===== config.mk =====
export PLATFORM = sky130hd
export DESIGN_NAME = mux4_rr_arbiter
export DESIGN_NICKNAME = d
export VERILOG_FILES = /design/src/rtl/mux4_rr_arbiter.sv
export SDC_FILE = /design/constraint.sdc
export NUM_CORES = 1
export LEC_CHECK = 0
export BUFFER_PORTS_ARGS = -buffer_cell sky130_fd_sc_hd__buf_2
export CAP_MARGIN = 10
export CORE_AREA = 2 2 39 41
export CTS_BUF_LIST = sky130_fd_sc_hd__clkbuf_2 sky130_fd_sc_hd__clkbuf_4 sky130_fd_sc_hd__clkbuf_8
export CTS_CLUSTER_SIZE = 16
export DETAILED_ROUTE_END_ITERATION = 8
export DIE_AREA = 0 0 41 43
export PLACE_DENSITY = 0.77
export SETUP_SLACK_MARGIN = 0.4
export SLEW_MARGIN = 20
export SYNTH_ARGS = -nofsm -noshare
export SYNTH_HDL_FRONTEND = slang
export SYNTH_SLANG_ARGS = --single-unit

===== constraint.sdc =====
create_clock -name clk -period 3.1 [get_ports clk]
set_input_delay 0.155 -clock clk [delete_from_list [all_inputs] [get_ports clk]]
set_output_delay 0.155 -clock clk [all_outputs]
set_load 0.01 [all_outputs]

===== src/rtl/mux4_rr_arbiter.sv =====
// Round-robin arbiter steering a shared 4:1 mux among four requesters.
// Grants are held until the owner drops req or HOLD_MAX cycles elapse.
module mux4_rr_arbiter #(
    parameter int DATA_W   = 1,
    parameter int HOLD_MAX = 4
) (
    input  logic              clk,
    input  logic              rst,
    input  logic [3:0]        req,
    input  logic [DATA_W-1:0] in_a,
    input  logic [DATA_W-1:0] in_b,
    input  logic [DATA_W-1:0] in_c,
    input  logic [DATA_W-1:0] in_d,
    output logic [3:0]        gnt,
    output logic [1:0]        sel,
    output logic [DATA_W-1:0] out,
    output logic              out_valid
);

    localparam int CNT_W = (HOLD_MAX > 1) ? $clog2(HOLD_MAX) : 1;

    typedef enum logic {
        IDLE,
        GRANT
    } state_t;

    state_t            r_state;
    logic [1:0]        r_ptr;
    logic [CNT_W-1:0]  r_cnt;
    logic [3:0]        r_gnt;
    logic [1:0]        r_sel;
    logic [DATA_W-1:0] r_out;
    logic              r_valid;

    logic [1:0]        w_start;
    logic [1:0]        w_pick;
    logic              w_found;
    logic              w_release;
    logic [DATA_W-1:0] w_mux;

    // While granted, the search starts one past the owner, which is where
    // ptr lands on release; this lets a handoff happen on the same edge.
    always_comb begin
        w_start = (r_state == GRANT) ? r_sel + 2'd1 : r_ptr;
        w_found = 1'b0;
        w_pick  = w_start;
        for (int unsigned i = 0; i < 4; i++) begin
            if (!w_found && req[w_start + 2'(i)]) begin
                w_found = 1'b1;
                w_pick  = w_start + 2'(i);
            end
        end
    end

    always_comb begin
        w_release = (r_state == GRANT) &&
                    (!req[r_sel] || (r_cnt == CNT_W'(HOLD_MAX - 1)));
    end

    always_comb begin
        case (r_sel)
            2'd0:    w_mux = in_a;
            2'd1:    w_mux = in_b;
            2'd2:    w_mux = in_c;
            default: w_mux = in_d;
        endcase
    end

    always_ff @(posedge clk) begin
        if (rst) begin
            r_state <= IDLE;
            r_ptr   <= '0;
            r_cnt   <= '0;
            r_gnt   <= '0;
            r_sel   <= '0;
            r_out   <= '0;
            r_valid <= 1'b0;
        end else begin
            r_out   <= w_mux;
            r_valid <= |r_gnt;
            case (r_state)
                IDLE: begin
                    r_cnt <= '0;
                    if (w_found) begin
                        r_state <= GRANT;
                        r_gnt   <= 4'b0001 << w_pick;
                        r_sel   <= w_pick;
                    end else begin
                        r_gnt   <= '0;
                    end
                end
                GRANT: begin
                    if (w_release) begin
                        r_ptr <= r_sel + 2'd1;
                        r_cnt <= '0;
                        if (w_found) begin
                            r_gnt <= 4'b0001 << w_pick;
                            r_sel <= w_pick;
                        end else begin
                            r_state <= IDLE;
                            r_gnt   <= '0;
                        end
                    end else begin
                        r_cnt <= r_cnt + 1'b1;
                    end
                end
                default: begin
                    r_state <= IDLE;
                    r_gnt   <= '0;
                end
            endcase
        end
    end

    assign gnt       = r_gnt;
    assign sel       = r_sel;
    assign out       = r_out;
    assign out_valid = r_valid;

endmodule


==> results of run 1 <==
==> logic make-up after synthesis <==
family | after synthesis
AO/OA/AOI/OAI | 21
adder cells (fa/ha/maj) | 5
buffers and inverters | 6
flip-flops | 13
multiplexers | 4
AND/OR/NAND/NOR | 22
==> per-layer routing <==
| metal | routed length, µm | track usage | vias to the layer above |
|---|---|---|---|
| li1 | - | - | 313 |
| met1 | 667 | 0.2475 | 265 |
| met2 | 697 | 0.3188 | 18 |
| met3 | 66 | 0.03141 | 2 |
| met4 | 10 | 0.08000 | 0 |
| met5 | 0 | 0 | - |
==> worst paths after layout <==
check	end	cells after the start	from	slack [ps]
min reg2reg	r_cnt[0]	1	r_cnt[0]	430
max	gnt[0]	6	sel[1]	1040
min	out	3	in_d	120
max reg2reg	gnt[0]	6	sel[1]	1040
==> registers in the layout, summed over array words and instances, names as in the netlist <==
signal and count:
r_cnt 2, out 1, r_ptr 2, gnt 4, r_state 1, out_valid 1
sel 2
==> through the flow <==
step                cell area [µm²]    util
detailed placement            784.5  0.5669
floorplan                     683.2       -
global placement              784.5  0.5669
global route                  814.5  0.5886
CTS                           814.5  0.5886
finish                        814.5  0.5886
==> critical path, delay by kind of cell (launching register included) <==
family          cells  cell delay [ps]
buf+inv             1              100
mux                 1              400
compound gates      3              710
flops               1              460
fa+ha+maj           1              290
==> cells in the final DEF, fill, tap and decap left out <==
| master | instances |
|---|---|
| buf_2 | 17 |
| dfxtp_1 | 13 |
| nor2_1 | 7 |
| inv_1 | 5 |
| a32o_1 | 5 |
| ha_1 | 5 |
| clkbuf_4 | 4 |
| mux2i_1 | 3 |
| o21ai_0 | 3 |
| a21oi_1 | 3 |
| nor4_1 | 2 |
| nor2b_1 | 2 |
| a31oi_1 | 2 |
| nand2_1 | 2 |
| a32oi_1 | 2 |
| and2_1 | 2 |
| mux4_2 | 1 |
| a21boi_1 | 1 |
| or2b_1 | 1 |
| nand2b_1 | 1 |
| a211oi_1 | 1 |
| a211o_1 | 1 |
| a21o_1 | 1 |
| and3_4 | 1 |
| nand3_1 | 1 |
| or3_1 | 1 |
| a31o_2 | 1 |
| nor3_2 | 1 |
| and2b_1 | 1 |
| a222oi_1 | 1 |
==> final cells by class <==
class,instances,share of cell area
multi-input combinational,52,0.4916
timing repair buffer,17,0.1045
inverter,5,0.02304
tap,16,0.02458
clock buffer,4,0.03687
sequential,13,0.3195
==> where the power goes <==
group	leakage, nW	switching, mW	internal, mW
clock network	0.0184	0.0508	0.0585
logic	0.245	0.0703	0.0604
registers	0.107	0.0158	0.187
==> results.sh, run 1 <==
export IMPL_overflow=0
export IMPL_tightest_slew_ps=809.6
export IMPL_wl_per_cell_um=13.49
export IMPL_synthTopCellsByCount="13 x dfxtp_1, 7 x nor2_1, 5 x a32o_1, 5 x ha_1, 5 x inv_1"
export IMPL_avgSynthCellArea_um2=9.622
export IMPL_syn_nets=86
export IMPL_htreeDepth=1
export IMPL_crit_required_ps=3260
export IMPL_yosys_warnings=0
export IMPL_firstDrtPassIters=4
export IMPL_synthMuxAreaShare=0.07692
export IMPL_io_pins=18
export IMPL_synth_compound_area_frac=0.2344
export IMPL_setup_viol=0
export IMPL_finalSetupTns_ps=0
export IMPL_rsz0062_at_grt="false"
export IMPL_cts_made_buffers=3
export IMPL_grt_pass1_wl_mm=2.325
export IMPL_wirelength_mm=1.443
export IMPL_die_area_um2=1763
export IMPL_maxCapViolations=0
export IMPL_max_stage_delay_ps=460
export IMPL_cp_max_fo=7
export IMPL_synth_edf_count=0
export IMPL_setup_ws_ps=1035
export IMPL_cp_arrival_ps=2230
export IMPL_fmax_ghz=0.4844
export IMPL_cts_setup_buffers=0
export IMPL_synthXorXnorAreaFrac=0
export IMPL_synth_simple_area_share=0.1832
export IMPL_cts_tree="yes"
export IMPL_critPathSlowestCell="dfxtp_1"
export IMPL_pre_cts_slack_ps=1064
export IMPL_max_slew_margin=0.4553
export IMPL_synthAdderAreaFrac=0.09158
export IMPL_yosysSeqAreaShare=0.3810
export IMPL_drive_gt1_frac=0.2747
export IMPL_min_path_type="primary input to register"
export IMPL_multi_input_area_um2=400.4
export IMPL_syn_instance_count=71
export IMPL_drtIter0Drc=19
export IMPL_antenna_found_initial=0
export IMPL_start_util=0.4937
export IMPL_postCtsResizedCells=0
export IMPL_crit_type="register to register"
export IMPL_min_period_ps=2065
export IMPL_fin_cells=107
export IMPL_status="finished clean"
export IMPL_synth_ff_type="dfxtp_1"
export IMPL_end_kind="register"
export IMPL_hold_violations=0
export IMPL_clk_latency_ps=270
export IMPL_postSynth_asyncResetShare=0
export IMPL_cts_sinks=13
export IMPL_area_growth_pct=19.23
export IMPL_holdBufCountCts=0
export IMPL_cp_cell_sequence="inv_1 > ha_1 > mux2i_1 > a32oi_1 > a32o_1 > a32o_1"
export IMPL_nets=107
export IMPL_yosysMostFrequentCell="dfxtp_1"
export IMPL_p_leak_nw=0.3706
export IMPL_n_antenna_cell=0
export IMPL_grt_pass1_vias=550
export IMPL_grt_usage=0.1972
export IMPL_skew_ps=4.124
export IMPL_io_buffers=17
export IMPL_synth_top_area_share=0.3810
export IMPL_power_uw=443.0
export IMPL_vias=598
export IMPL_dieHeight_um=43
export IMPL_ant_nets=0
export IMPL_viasPerCell=5.589
export IMPL_cp_start_kind="register"
export IMPL_n_fill_cell=137
export IMPL_clock_path_buffers=2
export IMPL_grt_max_degree=10
export IMPL_slew_violations=0
export IMPL_crit_top_cell="a32o_1"
export IMPL_path_clk_slew_ps=80
export IMPL_cts_root_buf="clkbuf_4"
export IMPL_peakVddDrop_mv=0.3707
export IMPL_hold_slack_ps=122.9
export IMPL_power_density_nw_per_um2=543.9
export IMPL_synth_top_cells_by_area="dfxtp_1 38%, ha_1 9.2%, a32o_1 7.3%, mux2i_1 4.4%, nor2_1 3.8%"
export IMPL_netlist_area_um2=683.2
export IMPL_rows=14
export IMPL_register_area_um2=260.3
export IMPL_synth_cell_types=29
export IMPL_fp_dieW_um=41
export IMPL_drc=0
export IMPL_synth_top_area_cell="dfxtp_1"
export IMPL_placed_cells_incl_taps=103
export IMPL_synth_ff_latch_count=13
export IMPL_synth_top_family_by_area="compound AO/OA/AOI/OAI gates"
export IMPL_place_gp_congestion=0.7119
export IMPL_post_route_period_util=0.6660
export IMPL_core_um2=1384
export IMPL_place_hpwl_mm=1.062
No activity file was read; power rests on OpenSTA's default activity.
==> run 2, diff against run 1 <==
--- a/config.mk
+++ b/config.mk
@@ -5,14 +5,15 @@
 export SDC_FILE = /design/constraint.sdc
 export NUM_CORES = 1
 export LEC_CHECK = 0
+export ABC_AREA = 1
 export BUFFER_PORTS_ARGS = -buffer_cell sky130_fd_sc_hd__buf_2
 export CAP_MARGIN = 10
-export CORE_AREA = 2 2 39 41
+export CORE_MARGIN = 2
+export CORE_UTILIZATION = 57
 export CTS_BUF_LIST = sky130_fd_sc_hd__clkbuf_2 sky130_fd_sc_hd__clkbuf_4 sky130_fd_sc_hd__clkbuf_8
 export CTS_CLUSTER_SIZE = 16
 export DETAILED_ROUTE_END_ITERATION = 8
-export DIE_AREA = 0 0 41 43
-export PLACE_DENSITY = 0.77
+export PLACE_DENSITY = 0.8
 export SETUP_SLACK_MARGIN = 0.4
 export SLEW_MARGIN = 20
 export SYNTH_ARGS = -nofsm -noshare
==> constraint.sdc (replaced) <==
create_clock -name clk -period 1.99 [get_ports clk]
set_input_delay 0.0995 -clock clk [delete_from_list [all_inputs] [get_ports clk]]
set_output_delay 0.0995 -clock clk [all_outputs]
set_load 0.01 [all_outputs]
==> run 2 against run 1 <==
Global-route usage increased by 11 points. Count of clock-buffer cells in the layout unchanged. Critical path type unchanged. Design area increased by 75%. Synthesized cell count increased by 120%. First-iteration DRC count increased by 32%. Hold slack got worse by 62 ps. Highest routed layer unchanged. Sequential power increased by 100%. Clock skew increased by 3.5 ps. Largest cell class unchanged.
==> results.sh, run 2 <==
export IMPL_synth_top_area_cell="dfxtp_1"
export IMPL_die_area_um2=2088
export IMPL_clock_path_buffers=2
export IMPL_max_slew_margin=0.8534
export IMPL_slew_violations=0
export IMPL_hold_slack_ps=60.80
export IMPL_power_mw=3.022
export IMPL_grt_max_degree=11
export IMPL_tightest_slew_ps=219.1
export IMPL_rsz0062_at_grt="true"
export IMPL_status="finished clean"
export IMPL_min_period_ps=1913
export IMPL_drc=0
export IMPL_firstDrtPassIters=4
export IMPL_cts_sinks=13
export IMPL_grtUsageMet2=0.5296
export IMPL_cp_max_fo=5
export IMPL_vias=1190
export IMPL_synth_ff_latch_count=13
export IMPL_register_area_um2=271.5
export IMPL_finalSetupTns_ps=0
export IMPL_yosys_warnings=0
export IMPL_power_density_nw_per_um2=2119
export IMPL_core_um2=1670
export IMPL_cts_made_buffers=3
export IMPL_largest_reg_flops=4
export IMPL_place_area_um2=1141
export IMPL_yosysSeqAreaShare=0.2626
export IMPL_synth_ff_type="dfxtp_1"
export IMPL_io_pins=18
export IMPL_netlist_area_um2=991.0
export IMPL_met1_usage=0.3756
export IMPL_crit_type="register to register"
export IMPL_cts_root_buf="clkbuf_4"
export IMPL_min_path_type="primary input to register"
export IMPL_cts_tree="yes"
export IMPL_synth_top_area_share=0.2626
export IMPL_layout_commonest_cell="nand2_1"
export IMPL_clk_latency_ps=280
export IMPL_grt_usage=0.3024
export IMPL_multi_input_area_um2=803.3
export IMPL_grt_use_met3=0.01190
export IMPL_viasPerCell=5.721
export IMPL_fin_cells=208
export IMPL_p_leak_nw=0.7349
export IMPL_antenna_found_initial=0
export IMPL_n_antenna_cell=0
export IMPL_postSynth_asyncResetShare=0
export IMPL_place_hpwl_mm=1.689
export IMPL_grt_pass1_vias=1022
export IMPL_peakVddDrop_mv=1.279
export IMPL_synth_top_cells_by_area="dfxtp_1 26%, nand2_1 19%, nand3_1 9.1%, nand2_2 8.2%, inv_1 6.8%"
export IMPL_synth_edf_count=0
export IMPL_fmax_ghz=0.5228
export IMPL_drtIter0Drc=25
export IMPL_dieHeight_um=45.70
export IMPL_yosysMostFrequentCell="nand2_1"
export IMPL_skew_ps=7.629
export IMPL_holdBufCountCts=0
export IMPL_end_kind="register"
export IMPL_synthTopCellsByCount="49 x nand2_1, 18 x inv_1, 18 x nand3_1, 13 x dfxtp_1, 13 x nand2_2"
export IMPL_fp_dieW_um=45.70
export IMPL_io_buffers=17
export IMPL_path_clk_slew_ps=80
export IMPL_wirelength_mm=3.162
export IMPL_cp_arrival_ps=2110
export IMPL_overflow=0
export IMPL_nets=207
export IMPL_crit_required_ps=2180
export IMPL_hold_violations=0
export IMPL_n_fill_cell=94
export IMPL_post_route_period_util=0.9611
export IMPL_synth_cell_types=22
export IMPL_placed_cells_incl_taps=192
export IMPL_rows=15
export IMPL_syn_instance_count=155
export IMPL_wl_per_cell_um=15.20
export IMPL_fin_area_um2=1426
export IMPL_htreeDepth=1
export IMPL_setup_viol=0
export IMPL_place_gp_congestion=0.8814
export IMPL_syn_nets=170
export IMPL_area_growth_pct=43.94
export IMPL_avgSynthCellArea_um2=6.393
export IMPL_cp_start_kind="register"
export IMPL_top_usage_layer="met2"
export IMPL_start_util=0.5933
export IMPL_grt_pass1_wl_mm=4.547
export IMPL_drive_gt1_frac=0.4660
export IMPL_final_cell_mix="36 x nand2_1, 17 x nand2_2, 17 x buf_2, 15 x buf_4, 14 x inv_1"
export IMPL_maxCapViolations=0
export IMPL_ant_nets=0
==> run 2: cell count changes in the layout (fill, tap and decap cells not counted), sizes merged, moves of 4 or more <==
| cell | delta |
|---|---|
| nand2 | +62 |
| a32o | -5 |
| o21ai | +4 |
| inv | +15 |
| nand3 | +18 |
| nor2 | +5 |
| buf | +16 |
==> run 2: per-stage QoR <==
step	utilization	setup WS, ps
after floorplan	-	181.8
after global placement	0.6831	47.77
after detailed placement	0.6831	18.58
after CTS	0.8105	131.8
after global routing	0.8539	-17.82
final	0.8539	77.31
==> run 2: cells by family after synthesis <==
logic type | share of synthesized area
adder cells (fa/ha/maj) | 0.06313
flip-flops | 0.2626
AO/OA/AOI/OAI | 0.1162
AND/OR/NAND/NOR | 0.4710
buffers and inverters | 0.08712
==> run 2: cell type report <==
type                       instances  share of cell area
inverter                          20             0.05789
tap                               17             0.01491
multi-input combinational        121              0.5632
clock buffer                       4             0.02105
timing repair buffer              33              0.1526
sequential                        13              0.1904
==> run 2: what timing repair did <==
item,CTS,global route
pin swaps,19,10
endpoints found under the hold margin,0,0
buffers inserted,11,1
gates resized for setup,27,14
endpoints found under the setup margin,7,11
==> run 2: worst max-delay path: stages, from the launching register on <==
cell and delay [ps]:
dfxtp_4 370, inv_4 40, ha_4 270, inv_2 40
nand2_2 70, nand2_4 80, nand2_4 80, nand2_4 80
nand2_4 80, nand2_4 70, nor2_8 130, nand4_1 150
nand2_2 120, nand2_2 80, o21bai_1 170
==> run 2: where the power goes <==
part	internal (mW)	switching, mW	leakage (nW)
clock network	0.0913	0.0854	0.0184
logic	0.957	1.48	0.608
registers	0.353	0.0567	0.109
==> run 2: final timing paths <==
check | startpoint | to | slack (ps) | cells after the start
setup / recovery | sel[1] | gnt[1] | 80 | 14
hold / removal | rst | r_state | 60 | 2
setup reg to reg | sel[1] | gnt[1] | 80 | 14
hold reg to reg | r_cnt[0] | r_cnt[0] | 430 | 1
==> run 2: routing by layer <==
| metal | up-vias | share of wire | wire, µm |
|---|---|---|---|
| met5 | - | 0 | 0 |
| met4 | 0 | 0.045 | 141 |
| met3 | 18 | 0.045 | 143 |
| met2 | 51 | 0.51 | 1610 |
| met1 | 548 | 0.40 | 1268 |
| li1 | 573 | - | - |
